==> src/rtl/uart_buffered.sv <==
// Buffered UART with register bus, TX/RX byte FIFOs, optional parity and
// a level interrupt. Divisor is latched per frame in each direction.

module uart_buffered_fifo #(
    parameter int DEPTH = 16
) (
    input  logic                     clk,
    input  logic                     rst,
    input  logic                     push,
    input  logic [7:0]               wdata,
    input  logic                     pop,
    output logic [7:0]               head,
    output logic [$clog2(DEPTH):0]   count,
    output logic                     full,
    output logic                     empty
);
    localparam int AW = $clog2(DEPTH);
    localparam int CW = AW + 1;

    logic [7:0]    mem_q [DEPTH];
    logic [AW-1:0] wr_ptr_q, wr_ptr_d;
    logic [AW-1:0] rd_ptr_q, rd_ptr_d;
    logic [CW-1:0] count_q, count_d;
    logic          do_push, do_pop;

    assign full  = (count_q == CW'(DEPTH));
    assign empty = (count_q == '0);
    assign count = count_q;
    assign head  = mem_q[rd_ptr_q];

    // A pop in the same cycle frees the slot the push needs.
    assign do_pop  = pop & ~empty;
    assign do_push = push & (~full | do_pop);

    always_comb begin
        wr_ptr_d = wr_ptr_q;
        rd_ptr_d = rd_ptr_q;
        count_d  = count_q;
        if (do_push) wr_ptr_d = wr_ptr_q + AW'(1);
        if (do_pop)  rd_ptr_d = rd_ptr_q + AW'(1);
        if (do_push & ~do_pop) count_d = count_q + CW'(1);
        if (do_pop & ~do_push) count_d = count_q - CW'(1);
    end

    always_ff @(posedge clk) begin
        if (rst) begin
            wr_ptr_q <= '0;
            rd_ptr_q <= '0;
            count_q  <= '0;
        end else begin
            wr_ptr_q <= wr_ptr_d;
            rd_ptr_q <= rd_ptr_d;
            count_q  <= count_d;
        end
    end

    always_ff @(posedge clk) begin
        if (do_push) mem_q[wr_ptr_q] <= wdata;
    end
endmodule

module uart_buffered #(
    parameter int DIV_DEFAULT = 868,
    parameter int TX_DEPTH    = 16,
    parameter int RX_DEPTH    = 16
) (
    input  logic        clk,
    input  logic        rst,
    input  logic        uart_valid,
    input  logic        uart_wstrb,
    input  logic [7:0]  uart_addr,
    input  logic [15:0] uart_wdata,
    output logic        uart_ready,
    output logic [15:0] uart_rdata,
    input  logic        rxd,
    output logic        txd,
    output logic        uart_irq
);
    typedef enum logic [2:0] {
        S_IDLE, S_START, S_DATA, S_PARITY, S_STOP
    } state_e;

    logic        ready_q, ready_d;
    logic [6:0]  ctrl_q, ctrl_d;
    logic [15:0] div_q, div_d;
    logic [3:0]  err_q, err_d, err_set, err_clr;

    state_e      tx_state_q, tx_state_d;
    logic [15:0] tx_cnt_q, tx_cnt_d, tx_div_q, tx_div_d;
    logic [2:0]  tx_bit_q, tx_bit_d;
    logic [7:0]  tx_sh_q, tx_sh_d;
    logic        tx_par_q, tx_par_d, tx_pen_q, tx_pen_d;
    logic        txd_q, txd_d;

    state_e      rx_state_q, rx_state_d;
    logic [15:0] rx_cnt_q, rx_cnt_d, rx_div_q, rx_div_d;
    logic [2:0]  rx_bit_q, rx_bit_d;
    logic [7:0]  rx_sh_q, rx_sh_d;
    logic        rx_par_q, rx_par_d, rx_pen_q, rx_pen_d;
    logic        rx_s1_q, rx_s1_d, rx_s2_q, rx_s2_d, rx_prev_q, rx_prev_d;

    logic        accept, wr, rd_act;
    logic        tx_push, tx_pop, tx_full, tx_empty;
    logic        rx_push, rx_pop, rx_full, rx_empty;
    logic [7:0]  tx_head, rx_head;
    logic [$clog2(TX_DEPTH):0] tx_count;
    logic [$clog2(RX_DEPTH):0] rx_count;
    logic        tx_busy, rx_busy, tx_end, rx_end, rx_fall;
    logic [15:0] status, level, rx_half;
    logic        perr_set, ferr_set;

    assign accept = uart_valid & ~ready_q;
    assign wr     = accept & uart_wstrb;
    assign rd_act = ready_q & uart_valid & ~uart_wstrb;

    assign tx_push = wr & (uart_addr == 8'h04);
    assign rx_pop  = rd_act & (uart_addr == 8'h06) & ~rx_empty;

    uart_buffered_fifo #(.DEPTH(TX_DEPTH)) u_tx_fifo (
        .clk(clk), .rst(rst), .push(tx_push), .wdata(uart_wdata[7:0]),
        .pop(tx_pop), .head(tx_head), .count(tx_count),
        .full(tx_full), .empty(tx_empty)
    );

    uart_buffered_fifo #(.DEPTH(RX_DEPTH)) u_rx_fifo (
        .clk(clk), .rst(rst), .push(rx_push), .wdata(rx_sh_q),
        .pop(rx_pop), .head(rx_head), .count(rx_count),
        .full(rx_full), .empty(rx_empty)
    );

    assign tx_busy = (tx_state_q != S_IDLE);
    assign rx_busy = (rx_state_q != S_IDLE);
    assign status  = {6'b0, err_q, rx_full, ~rx_empty, rx_busy,
                      tx_empty, tx_full, tx_busy};
    assign level   = {8'(rx_count), 8'(tx_count)};

    always_comb begin
        uart_rdata = '0;
        if (rd_act) begin
            case (uart_addr)
                8'h00:   uart_rdata = status;
                8'h02:   uart_rdata = {9'b0, ctrl_q};
                8'h06:   uart_rdata = rx_empty ? 16'h0 : {8'h0, rx_head};
                8'h08:   uart_rdata = div_q;
                8'h0C:   uart_rdata = level;
                default: uart_rdata = '0;
            endcase
        end
    end

    always_comb begin
        ready_d = accept;
        ctrl_d  = ctrl_q;
        div_d   = div_q;
        err_clr = '0;
        if (wr) begin
            case (uart_addr)
                8'h02:   ctrl_d = uart_wdata[6:0];
                8'h08:   div_d = (uart_wdata < 16'd4) ? 16'd4 : uart_wdata;
                8'h0A:   err_clr = uart_wdata[9:6];
                default: ;
            endcase
        end
        err_set = {tx_push & tx_full & ~tx_pop, perr_set, ferr_set,
                   rx_push & rx_full & ~rx_pop};
        err_d = (err_q & ~err_clr) | err_set;
    end

    assign tx_end = (tx_cnt_q == tx_div_q - 16'd1);

    always_comb begin
        tx_state_d = tx_state_q;
        tx_cnt_d   = tx_end ? 16'd0 : tx_cnt_q + 16'd1;
        tx_div_d   = tx_div_q;
        tx_bit_d   = tx_bit_q;
        tx_sh_d    = tx_sh_q;
        tx_par_d   = tx_par_q;
        tx_pen_d   = tx_pen_q;
        tx_pop     = 1'b0;
        case (tx_state_q)
            S_IDLE: begin
                tx_cnt_d = '0;
                if (ctrl_q[0] & ~tx_empty) begin
                    tx_pop     = 1'b1;
                    tx_sh_d    = tx_head;
                    tx_par_d   = ctrl_q[3];
                    tx_pen_d   = ctrl_q[2];
                    tx_div_d   = div_q;
                    tx_state_d = S_START;
                end
            end
            S_START: if (tx_end) begin
                tx_bit_d   = '0;
                tx_state_d = S_DATA;
            end
            S_DATA: if (tx_end) begin
                tx_par_d = tx_par_q ^ tx_sh_q[0];
                tx_sh_d  = {1'b0, tx_sh_q[7:1]};
                tx_bit_d = tx_bit_q + 3'd1;
                if (tx_bit_q == 3'd7)
                    tx_state_d = tx_pen_q ? S_PARITY : S_STOP;
            end
            S_PARITY: if (tx_end) tx_state_d = S_STOP;
            S_STOP:   if (tx_end) tx_state_d = S_IDLE;
            default:  tx_state_d = S_IDLE;
        endcase
        case (tx_state_d)
            S_START:  txd_d = 1'b0;
            S_DATA:   txd_d = tx_sh_d[0];
            S_PARITY: txd_d = tx_par_d;
            default:  txd_d = 1'b1;
        endcase
    end

    assign rx_s1_d   = rxd;
    assign rx_s2_d   = rx_s1_q;
    assign rx_prev_d = rx_s2_q;
    assign rx_fall   = rx_prev_q & ~rx_s2_q;
    assign rx_end    = (rx_cnt_q == rx_div_q - 16'd1);
    assign rx_half   = {1'b0, rx_div_q[15:1]} - 16'd1;

    always_comb begin
        rx_state_d = rx_state_q;
        rx_cnt_d   = rx_end ? 16'd0 : rx_cnt_q + 16'd1;
        rx_div_d   = rx_div_q;
        rx_bit_d   = rx_bit_q;
        rx_sh_d    = rx_sh_q;
        rx_par_d   = rx_par_q;
        rx_pen_d   = rx_pen_q;
        rx_push    = 1'b0;
        perr_set   = 1'b0;
        ferr_set   = 1'b0;
        if (rx_busy & ~ctrl_q[1]) begin
            rx_state_d = S_IDLE;
        end else begin
            case (rx_state_q)
                S_IDLE: begin
                    rx_cnt_d = '0;
                    if (ctrl_q[1] & rx_fall) begin
                        rx_div_d   = div_q;
                        rx_par_d   = ctrl_q[3];
                        rx_pen_d   = ctrl_q[2];
                        rx_state_d = S_START;
                    end
                end
                S_START: begin
                    rx_cnt_d = rx_cnt_q + 16'd1;
                    if (rx_cnt_q == rx_half) begin
                        rx_cnt_d   = '0;
                        rx_bit_d   = '0;
                        rx_state_d = rx_s2_q ? S_IDLE : S_DATA;
                    end
                end
                S_DATA: if (rx_end) begin
                    rx_sh_d  = {rx_s2_q, rx_sh_q[7:1]};
                    rx_par_d = rx_par_q ^ rx_s2_q;
                    rx_bit_d = rx_bit_q + 3'd1;
                    if (rx_bit_q == 3'd7)
                        rx_state_d = rx_pen_q ? S_PARITY : S_STOP;
                end
                S_PARITY: if (rx_end) begin
                    perr_set   = rx_par_q ^ rx_s2_q;
                    rx_state_d = S_STOP;
                end
                S_STOP: if (rx_end) begin
                    ferr_set   = ~rx_s2_q;
                    rx_push    = rx_s2_q;
                    rx_state_d = S_IDLE;
                end
                default: rx_state_d = S_IDLE;
            endcase
        end
    end

    always_ff @(posedge clk) begin
        if (rst) begin
            ready_q    <= 1'b0;
            ctrl_q     <= '0;
            div_q      <= 16'(DIV_DEFAULT);
            err_q      <= '0;
            tx_state_q <= S_IDLE;
            tx_cnt_q   <= '0;
            tx_div_q   <= 16'(DIV_DEFAULT);
            tx_bit_q   <= '0;
            tx_sh_q    <= '0;
            tx_par_q   <= 1'b0;
            tx_pen_q   <= 1'b0;
            txd_q      <= 1'b1;
            rx_state_q <= S_IDLE;
            rx_cnt_q   <= '0;
            rx_div_q   <= 16'(DIV_DEFAULT);
            rx_bit_q   <= '0;
            rx_sh_q    <= '0;
            rx_par_q   <= 1'b0;
            rx_pen_q   <= 1'b0;
            rx_s1_q    <= 1'b1;
            rx_s2_q    <= 1'b1;
            rx_prev_q  <= 1'b1;
        end else begin
            ready_q    <= ready_d;
            ctrl_q     <= ctrl_d;
            div_q      <= div_d;
            err_q      <= err_d;
            tx_state_q <= tx_state_d;
            tx_cnt_q   <= tx_cnt_d;
            tx_div_q   <= tx_div_d;
            tx_bit_q   <= tx_bit_d;
            tx_sh_q    <= tx_sh_d;
            tx_par_q   <= tx_par_d;
            tx_pen_q   <= tx_pen_d;
            txd_q      <= txd_d;
            rx_state_q <= rx_state_d;
            rx_cnt_q   <= rx_cnt_d;
            rx_div_q   <= rx_div_d;
            rx_bit_q   <= rx_bit_d;
            rx_sh_q    <= rx_sh_d;
            rx_par_q   <= rx_par_d;
            rx_pen_q   <= rx_pen_d;
            rx_s1_q    <= rx_s1_d;
            rx_s2_q    <= rx_s2_d;
            rx_prev_q  <= rx_prev_d;
        end
    end

    assign uart_ready = ready_q;
    assign txd        = txd_q;
    assign uart_irq   = (ctrl_q[4] & ~rx_empty)
                      | (ctrl_q[5] & tx_empty & ~tx_busy)
                      | (ctrl_q[6] & (|err_q));
endmodule
==> config.mk <==
export PLATFORM = sky130hd
export DESIGN_NAME = uart_buffered
export DESIGN_NICKNAME = d
export VERILOG_FILES = /design/src/rtl/uart_buffered.sv
export SDC_FILE = /design/constraint.sdc
export NUM_CORES = 1
export LEC_CHECK = 0
export CAP_MARGIN = 5
export CORE_MARGIN = 3
export CORE_UTILIZATION = 48
export CTS_BUF_LIST = sky130_fd_sc_hd__clkbuf_4
export CTS_CLUSTER_DIAMETER = 150
export DETAILED_ROUTE_END_ITERATION = 16
export PLACE_DENSITY = 0.65
export SETUP_SLACK_MARGIN = 0.2
export SLEW_MARGIN = 20
export SYNTH_ARGS = -nofsm -noshare
export SYNTH_HDL_FRONTEND = slang
export SYNTH_SLANG_ARGS = --single-unit
==> constraint.sdc <==
create_clock -name clk -period 10.1 [get_ports clk]
set_input_delay 2.02 -clock clk [delete_from_list [all_inputs] [get_ports clk]]
set_output_delay 2.02 -clock clk [all_outputs]
set_load 0.01 [all_outputs]
* Word level (Yosys, flattened, before mapping) *
Memories as Yosys holds them, arrays and structs flattened. A register that Yosys moved wholly into a read port is not among the register bits.
Cells that the tools add are included.

storage, ports and cells
  bits in writable memories = 256
  logic and storage cells = 224
  output and inout port bits = 19
  register bits after elaboration = 154
  input port bits = 29
  memories = 2

memories
  name             words  width  rd ports  clocked after memory_dff  wr ports  RTL line  text
  u_rx_fifo.mem_q  16     8      1         1                         1         20        logic [7:0] mem_q [DEPTH];
  u_tx_fifo.mem_q  16     8      1         1                         1         20

cells by class
  add/sub/neg operators = 15
  equal/unequal tests = 33
  magnitude comparators = 1
  mux-type cells = 66
  reductions and logical operators = 26
  bitwise operators = 52

operators with widths
  kind                                                                   count
  16-bit two-way mux                                                     5
  16-bit case mux with 5 select lines                                    1
  3-bit two-way mux                                                      18
  16-bit equality test                                                   3
  16-bit by 1-bit adder with 16-bit output, second input constant        2
  16-bit case mux with 2 select lines                                    1
  16-bit by 1-bit subtractor with 16-bit output, second input constant   2
  3-bit case mux with 5 select lines                                     2
  1-bit AND                                                              27
  8-bit by 4-bit equality test with 1-bit output, second input constant  3
  4-bit two-way mux                                                      6
  8-bit two-way mux                                                      3
  5-bit two-way mux                                                      4
  1-bit two-way mux                                                      19
  3-bit by 2-bit equality test with 1-bit output, second input constant  6
  2-bit inequality test, second input constant                           9
  4-bit by 1-bit adder with 4-bit output, second input constant          4
  8-bit by 3-bit equality test with 1-bit output, second input constant  2
  16-bit by 3-bit < comparator with 1-bit output, second input constant  1
  1-bit inverter                                                         16
  8-bit case mux with 2 select lines                                     1
  15-bit by 1-bit subtractor with 16-bit output, second input constant   1
  3-bit equality test, second input constant                             4
  3-bit case mux with 2 select lines                                     2
  26 further kinds                                                       51

* Depth between registers and ports, before layout *
Gate-level depths: netlist (run 1).

  depth in word-level cells = 11
  gate-level depth with buffers = 21
  mapped depth without buffers = 18

* Cells and area by module *
A second synthesis (run 1) with hierarchy kept.

second synthesis, totals
  cell total of the unflattened synthesis = 1580
  area, all modules = 19052.0 um^2

by module, submodules not included
  module                          times used  seq. area each (um^2)  area each (um^2)  cells each
  uart_buffered                   1           2562.5                 7390.8            935
  uart_buffered_fifo (u_tx_fifo)  1           4184.0                 5845.6            327
  uart_buffered_fifo (u_rx_fifo)  1           4184.0                 5815.6            318

* Worst setup path before layout (run 1) *
OpenSTA, ideal clock, no wires.

  path type = in2reg
  from = input uart_addr[5]
  to = register u_rx_fifo.count_q[4], in the netlist u_rx_fifo.count[4]
  cell stages on the path = 21
  data required time = 10.030 ns
  setup time = 0.070 ns
  buffers on the path = 5
  path slack = 3.843 ns
  arrival time = 6.187 ns
  cell sequence = or4_1 or3b_2 clkbuf_1 nor3b_2 and2_0 buf_2 nand3b_1 and2b_1 nand3_2 buf_6 clkbuf_1 ha_1 clkbuf_1 xor2_1 ha_1 o21ai_0 a21oi_1 a21oi_1 xor2_1 or3_1 a21oi_1

between the ends
  word-level cells in the longest chain between the ends = 9
  elaborated cells between the ends (all ways) = 12
  those cells by class = eq/ne (1); mux (1); bitwise (9); reduce/logical (1)

ends and longest elaborated chain
  what                                                     RTL line  text
  from (decl)                                              71        input logic [7:0] uart_addr,
  8-bit by 3-bit equality test with 1-bit output *         117       assign rx_pop = rd_act & (uart_addr == 8'h06) & ~rx_empty;
  1-bit AND * (2 in a row)                                 117
  1-bit AND *                                              32        assign do_pop = pop & ~empty;
  named net u_rx_fifo.do_pop                               24        logic do_push, do_pop;
  1-bit bitwise OR                                         33        assign do_push = push & (~full | do_pop);
  1-bit AND                                                33
  1-bit inverter                                           42        if (do_pop & ~do_push) count_d = count_q - CW'(1);
  1-bit AND                                                42
  5-bit two-way mux or 2-bit nonzero test (tied branches)  --
  to (signal assigned)                                     53        count_q <= count_d;
  to (decl)                                                23        logic [CW-1:0] count_q, count_d;

The timed path passes the listed nets; every way through them passes the cells marked *.
A chain may end at the register's enable or synchronous reset.

* Worst setup path after layout (run 1) *
  from = input uart_addr[5]
  to = output uart_rdata[4]

between the ends
  word-level cells in the longest chain between the ends = 3
  elaborated cells between the ends (all ways) = 7
  those cells by class = eq/ne (4); mux (2); reduce/logical (1)

ends and longest elaborated chain
  what                                                                          RTL line  text
  8-bit by 4-bit equality test with 1-bit output, or another cell as far along  140       case (uart_addr)
  16-bit case mux with 5 select lines *                                         140
  16-bit two-way mux *                                                          139       if (rd_act) begin
  to (decl)                                                                     74        output logic [15:0] uart_rdata,

Mark *: on every way between the ends. The rest lies on a longest branch, timed or not.

==> summary.md, run 1 <==
| Metric | Value |
|---|---|
| Largest net degree at the start of global routing | `94` |
| Rows | `71` |
| Initial Util | `0.494` |
| Post-Syn Nets | `about 1.6k` |
| Synth warn | `0` |
| Ys async rst share | `0` |
| Setup TNS | `0 ns` |
| Slew Limit Headroom | `0.285` |
| Tcrit/Tclk final | `0.789` |
| PortBufs | `47` |
| CP arrival | `5.95 ns` |
| Worst setup EP type | `primary output` |
| R2r setup slk | `4.74 ns` |
| Initial antenna violation count | `1` |
| Fraction of layout cells with a size suffix above 1 | `0.183` |
| Detailed placer's ending HPWL | `28.0 mm` |
| Lkg Pwr | `6.91 nW` |
| Resized cells post-CTS | `0` |
| Ys flop type | `edfxtp_1` |
| Post-DP Area | `around 20,000 µm²` |
| Max Slew Vio Count | `0` |
| Fin. Hold Viols | `0` |
| Synth cell types | `92` |
| Worst Hold Path EP | `rx_prev_d` |
| Synthesized area | `between 15,000 and 20,000 µm²` |
| Synthesis-stage register bit count | `418` |
| Fill cell count | `3,243` |
| Reg2reg start | `rx_div_q[2]` |
| Register area share after synthesis | `0.580` |
| Worst R2R Path Depth | `17` |
| Drt initial violations | `1,010` |
| Hold_buf cts | `0` |
| Synth Area per Inst | `~12 µm²` |
| Post-CTS Repair Setup Buffers | `0` |
| Worst Max-Slew Pin Slew | `1.06 ns` |
| Vias post-DR | `roughly 12k` |
| CTS tree | `built` |
| First-pass GRT wire length | `~67 mm` |
| Multi-input logic area | `~7300 µm²` |
| Max_cap viols | `0` |
| Routed WL | `around 42 mm` |
| Worst-path clk slew | `approximately 0.070 ns` |
| 1st-pass router iterations | `5` |
| RSZ-0062 raised after global routing | `false` |
| Grt ovf | `0` |
| Synthesized instance count | `1,533` |
| Status | `finished clean` |
| HP Class | `reg -> reg` |
| Longest Clk Path Bufs | `3` |
| Startpoint Class | `primary input` |
| Reg2reg end | `u_rx_fifo.count[4]` |
| H-tree levels | `3` |
| Share of the synthesized area in the top cell type | `0.408` |
| Number of synthesized flops with an enable pin | `256` |
| Min-Delay Startpoint | `rx_s1_q` |
| Area contributors post-synth | `edfxtp_1 41%, dfxtp_1 17%, mux4_2 9.6%` |
| Top cell type by total area after synthesis | `edfxtp_1` |
| Worst VDD drop | `0.0963 mV` |
| Pwr dens | `roughly 160 nW/µm²` |
| Design Area, Final | `roughly 21,000 µm²` |
| Post-route DRC | `0` |
| Final GP Congestion | `0.875` |
| Tot Pwr | `approximately 3.3 mW` |
| GRT Total Usage | `0.204` |
| Boundary pin count | `48` |
| CTS root buf | `clkbuf_4` |
| Die height | `around 200 µm` |
| Max frequency | `about 130 MHz` |
| Vias in the first global route | `roughly 12k` |
| DIE AREA | `41,700 µm²` |
| Skew-Pair Late Insertion Delay | `just over 0.8 ns` |
| Req. time, crit path | `between 8 and 9 ns` |
| Setup-failing EPs final | `0` |
| Synthesis-to-layout area growth | `11.8%` |
| Chip width | `roughly 200 µm` |
| Fin crit period | `between 7 and 8 ns` |
| Hold depth | `1` |
| Num CTS Buffers | `approximately 110` |
| Clock sink count | `around 420` |
| Nets | `around 1.7k` |
| Clock Skew | `between 0.07 and 0.08 ns` |
| Final ANT Viol Nets | `0` |
| Critical Setup Path Class | `in -> out` |
| WL/cell | `around 19 µm` |
| Worst-path fanout max | `12` |
| Via/cell ratio | `about 5.6` |
| CORE AREA | `38,200 µm²` |
| Sequential Area | `10,900 µm²` |
==> synth_stat cells, drive strengths merged, types with 30 or more instances <==
cell type and number:
nand3 46, xnor2 47, xor2 52, clkbuf 79, nor2 148, mux2i 30
mux4 80, dfxtp 162, edfxtp 256, nand2 181, inv 37, nor4 36
a21oi 76
==> layout make-up <==
cell class                 instances  share of cell area
sequential                       418               0.518
tap                              511              0.0303
clock inverter                    46              0.0123
timing repair buffer              75              0.0322
clock buffer                     151              0.0538
antenna                            4            0.000475
multi-input combinational        979               0.346
inverter                          37             0.00659
==> worst max-delay path by stage <==
stage / cells after the start / endpoint / slack [ns] / startpoint
floorplan: 21 / u_rx_fifo.count[4] / 3.84 / uart_addr[5]
global placement: 7 / uart_rdata[4] / 2.28 / uart_addr[5]
detailed placement: 7 / uart_rdata[4] / 2.22 / uart_addr[5]
CTS: 7 / uart_rdata[4] / 2.19 / uart_addr[5]
global route: 7 / uart_rdata[4] / 2.09 / uart_addr[5]
finish: 7 / uart_rdata[4] / 2.13 / uart_addr[5]
==> per-layer routing <==
layer | track usage | part of all wire | vias to the layer above
met3 | 0.0373 | 0.051 | 58
met4 | 0.0678 | 0.018 | 0
met2 | 0.336 | 0.49 | 350
li1 | - | - | 5928
met1 | 0.275 | 0.44 | 6094
met5 | 0 | 0 | -
==> cell usage in the layout, fill, tap and decap left out, types with 7 or more instances in the layout <==
master             n
nor2b_1            8
nand2_1          181
a21oi_1           76
o21ai_0           17
nor4_1            30
xnor2_1           47
and3_1            17
nand4_1            8
or2_2              7
mux2i_1           30
a31oi_1           18
a22oi_1           11
nor3_1            29
clkinv_1          32
clkdlybuf4s50_1   46
nor2_1           148
nand3_1           45
a211oi_1           9
edfxtp_1         256
o211ai_1           9
buf_4             29
xor2_1            52
clkbuf_4         151
inv_1             37
ha_1              27
dfxtp_1          159
or3_1             12
mux4_2            80
==> where the power goes <==
| group | total (mW) | leakage, nW | internal [mW] | switching, mW |
|---|---|---|---|---|
| Clock | 1.43 | 0.825 | 0.750 | 0.683 |
| Sequential | 1.80 | 3.64 | 1.80 | 0.00486 |
| Combinational | 0.0607 | 2.45 | 0.0219 | 0.0388 |
==> metrics by stage <==
| stage | utilization | worst slack, ns | hold WS, ns | std cells |
|---|---|---|---|---|
| 6_report | 0.552 | 2.13 | 0.403 | 2221 |
| 2_1_floorplan | - | 3.84 | 0.389 | 1533 |
| 3_5_place_dp | 0.515 | 2.22 | 0.394 | 2020 |
| 4_1_cts | 0.552 | 2.19 | 0.404 | 2217 |
| 5_1_grt | 0.552 | 2.09 | 0.423 | 2221 |
| 3_3_place_gp | 0.515 | 2.28 | 0.395 | 2020 |
==> state kept, by name, summed over array words and instances, names as in the netlist, 5 cells and up, named ones only <==
| signal | count |
|---|---|
| tx_cnt_q | 16 |
| rx_div_q | 16 |
| rx_cnt_q | 16 |
| ctrl_q | 7 |
| u_rx_fifo.mem_q | 128 |
| u_rx_fifo.count | 5 |
| u_tx_fifo.count | 5 |
| u_tx_fifo.mem_q | 128 |
| tx_div_q | 16 |
| rx_sh_q | 8 |
| tx_sh_q | 8 |
| div_q | 16 |
==> cells by family after synthesis <==
family	Yosys count	synth area share
AO/OA/AOI/OAI	196	0.0678
XOR/XNOR	99	0.0460
adder cells (fa/ha/maj)	28	0.0190
buffers and inverters	136	0.0349
flip-flops	418	0.580
multiplexers	115	0.115
AND/OR/NAND/NOR	541	0.138
==> worst max-delay path: stages <==
cell and delay [ns]:
clkdlybuf4s50_1 0.40, or4_1 0.64, or3_1 0.55, nor3_1 0.85, a22oi_1 0.24, a311oi_1 0.58, clkdlybuf4s50_1 0.67
No activity file was read; power rests on OpenSTA's default activity.
==> run 2, diff against run 1 <==
--- a/config.mk
+++ b/config.mk
@@ -11,7 +11,7 @@
 export CTS_BUF_LIST = sky130_fd_sc_hd__clkbuf_4
 export CTS_CLUSTER_DIAMETER = 150
 export DETAILED_ROUTE_END_ITERATION = 16
-export PLACE_DENSITY = 0.65
+export PLACE_DENSITY = 0.68
 export SETUP_SLACK_MARGIN = 0.2
 export SLEW_MARGIN = 20
 export SYNTH_ARGS = -nofsm -noshare
==> constraint.sdc (replaced) <==
create_clock -name clk -period 6.5 [get_ports clk]
set_input_delay 1.3 -clock clk [delete_from_list [all_inputs] [get_ports clk]]
set_output_delay 1.3 -clock clk [all_outputs]
set_load 0.01 [all_outputs]
==> run 2 against run 1 <==
  * Sequential cell count unchanged
  * Hold slack improved by 0.0034 ns
  * Clock power increased by 62%
  * Largest cell class unchanged
  * Highest routed layer unchanged
==> summary.md, run 2 (synthesis gave the netlist of run 1 again) <==
| Metric | Value |
|---|---|
| Hold_buf cts | `0` |
| Worst Max-Slew Pin Slew | `between 1 and 1.5 ns` |
| Die height | `slightly above 200 µm` |
| Top flop regs | `u_rx_fifo.mem_q x128, u_tx_fifo.mem_q x128` |
| Fin crit period | `around 5.9 ns` |
| 1st-pass router iterations | `7` |
| H-tree levels | `3` |
| Most frequent cells in the layout | `256 x edfxtp_1, 181 x nand2_1, 160 x dfxtp_1` |
| HP Class | `reg -> reg` |
| Worst VDD drop | `0.207 mV` |
| Pwr dens | `between 200 and 250 nW/µm²` |
| Setup-failing EPs final | `0` |
| Commonest non-fill, non-tap cell in the layout | `edfxtp_1` |
| CORE AREA | `around 38,000 µm²` |
| Post-route DRC | `0` |
| Max Slew Vio Count | `0` |
| Synthesis-to-layout area growth | `12.5%` |
| Via/cell ratio | `around 5.6` |
| Final GP Congestion | `0.858` |
| Worst R2R Path Depth | `18` |
| Status | `finished clean` |
| Initial Util | `0.494` |
| Lkg Pwr | `6.99 nW` |
| Detailed placer's ending HPWL | `about 28 mm` |
| Initial antenna violation count | `2` |
| Clock sink count | `roughly 420` |
| Rows | `71` |
| CTS tree | `built` |
| Max frequency | `around 170 MHz` |
| Worst-path clk slew | `0.06 ns` |
| Max_cap viols | `0` |
| Clock Skew | `0.0527 ns` |
| Num CTS Buffers | `110` |
| Fraction of layout cells with a size suffix above 1 | `0.187` |
| Boundary pin count | `48` |
| Post-CTS Repair Setup Buffers | `0` |
| Worst setup EP type | `primary output` |
| WL/cell | `18.5 µm` |
| Startpoint Class | `primary input` |
| Tcrit/Tclk final | `0.910` |
| Longest Clk Path Bufs | `3` |
| Fin. Hold Viols | `0` |
| Slew Limit Headroom | `0.274` |
| Worst-path fanout max | `9` |
| CTS root buf | `clkbuf_4` |
| RSZ-0062 raised after global routing | `false` |
| First-pass GRT wire length | `65.7 mm` |
| Hold depth | `1` |
| Resized cells post-CTS | `0` |
| GRT Total Usage | `0.199` |
| Req. time, crit path | `5.20 ns` |
| Skew-Pair Late Insertion Delay | `between 0.8 and 0.9 ns` |
| DIE AREA | `about 42,000 µm²` |
| Nets | `1,687` |
| Drt initial violations | `roughly 1,000` |
| Critical Setup Path Class | `in -> out` |
| Grt ovf | `0` |
| Vias post-DR | `approximately 12k` |
| Final ANT Viol Nets | `0` |
| Reg2reg start | `rx_div_q[1]` |
| Routed WL | `approximately 41 mm` |
| Min-Delay Startpoint | `rx_s1_q` |
| Setup TNS | `0 ns` |
| Largest net degree at the start of global routing | `61` |
| PortBufs | `47` |
| Final Util | `0.555` |
| CP arrival | `~4.6 ns` |
| Chip width | `~200 µm` |
| Vias in the first global route | `~12k` |
| Critical path launch point | `uart_addr[5]` |
[run 2: changes by cell type in the layout (fill, tap and decap cells not counted), sizes merged]
cell      previous run  this run
clkbuf             151       155
clkinvlp             0         1
bufinv               2         3
buf                 29        38
clkinv              38        44
diode                4         3
inv                 43        38
[run 2: power by group]
group / internal (mW) / switching, mW
Combinational: 0.0340 / 0.0593
Sequential: 2.80 / 0.00795
Clock: 1.23 / 1.09
[run 2: cell type report]
class | count | area [µm²]
inverter | 37 | 139
multi-input combinational | 979 | 7280
timing repair buffer | 84 | 746
clock inverter | 49 | 303
fill | 3227 | 17000
tap | 511 | 639
antenna | 3 | 7.51
sequential | 418 | 10900
clock buffer | 155 | 1160
[run 2: final timing paths]
path / to / slack, ns
worst min-delay path: rx_prev_d / 0.41
worst max-delay path: uart_rdata[4] / 0.59
worst min register to register: rx_prev_d / 0.41
worst max register to register: u_rx_fifo.count[4] / 1.41
[run 2: stage by stage]
stage	power (mW)	hold slack [ns]	std cells	instance area, µm²	setup slack, ns
2_1_floorplan	2.91	0.389	1533	18900	0.963
3_3_place_gp	2.95	0.396	2029	19700	0.490
4_1_cts	5.29	0.408	2233	21200	0.589
6_report	5.22	0.407	2236	21200	0.585
3_5_place_dp	2.96	0.393	2029	19700	0.441
5_1_grt	5.44	0.422	2236	21200	0.525
[run 2: per-layer routing]
| metal | GRT usage | routed length, µm | part of all wire |
|---|---|---|---|
| met1 | 0.265 | 18000 | 0.44 |
| met2 | 0.327 | 20100 | 0.49 |
| met3 | 0.0438 | 2390 | 0.058 |
| met4 | 0.0641 | 832 | 0.020 |
| met5 | 0 | 0 | 0 |
[run 2: critical path, cell delays in order]
cell	delay [ns]
clkdlybuf4s50_1	0.39
or4_1	0.61
or3b_2	0.55
nor3b_2	0.55
nand2_1	0.12
a311oi_1	0.45
clkdlybuf4s50_1	0.64
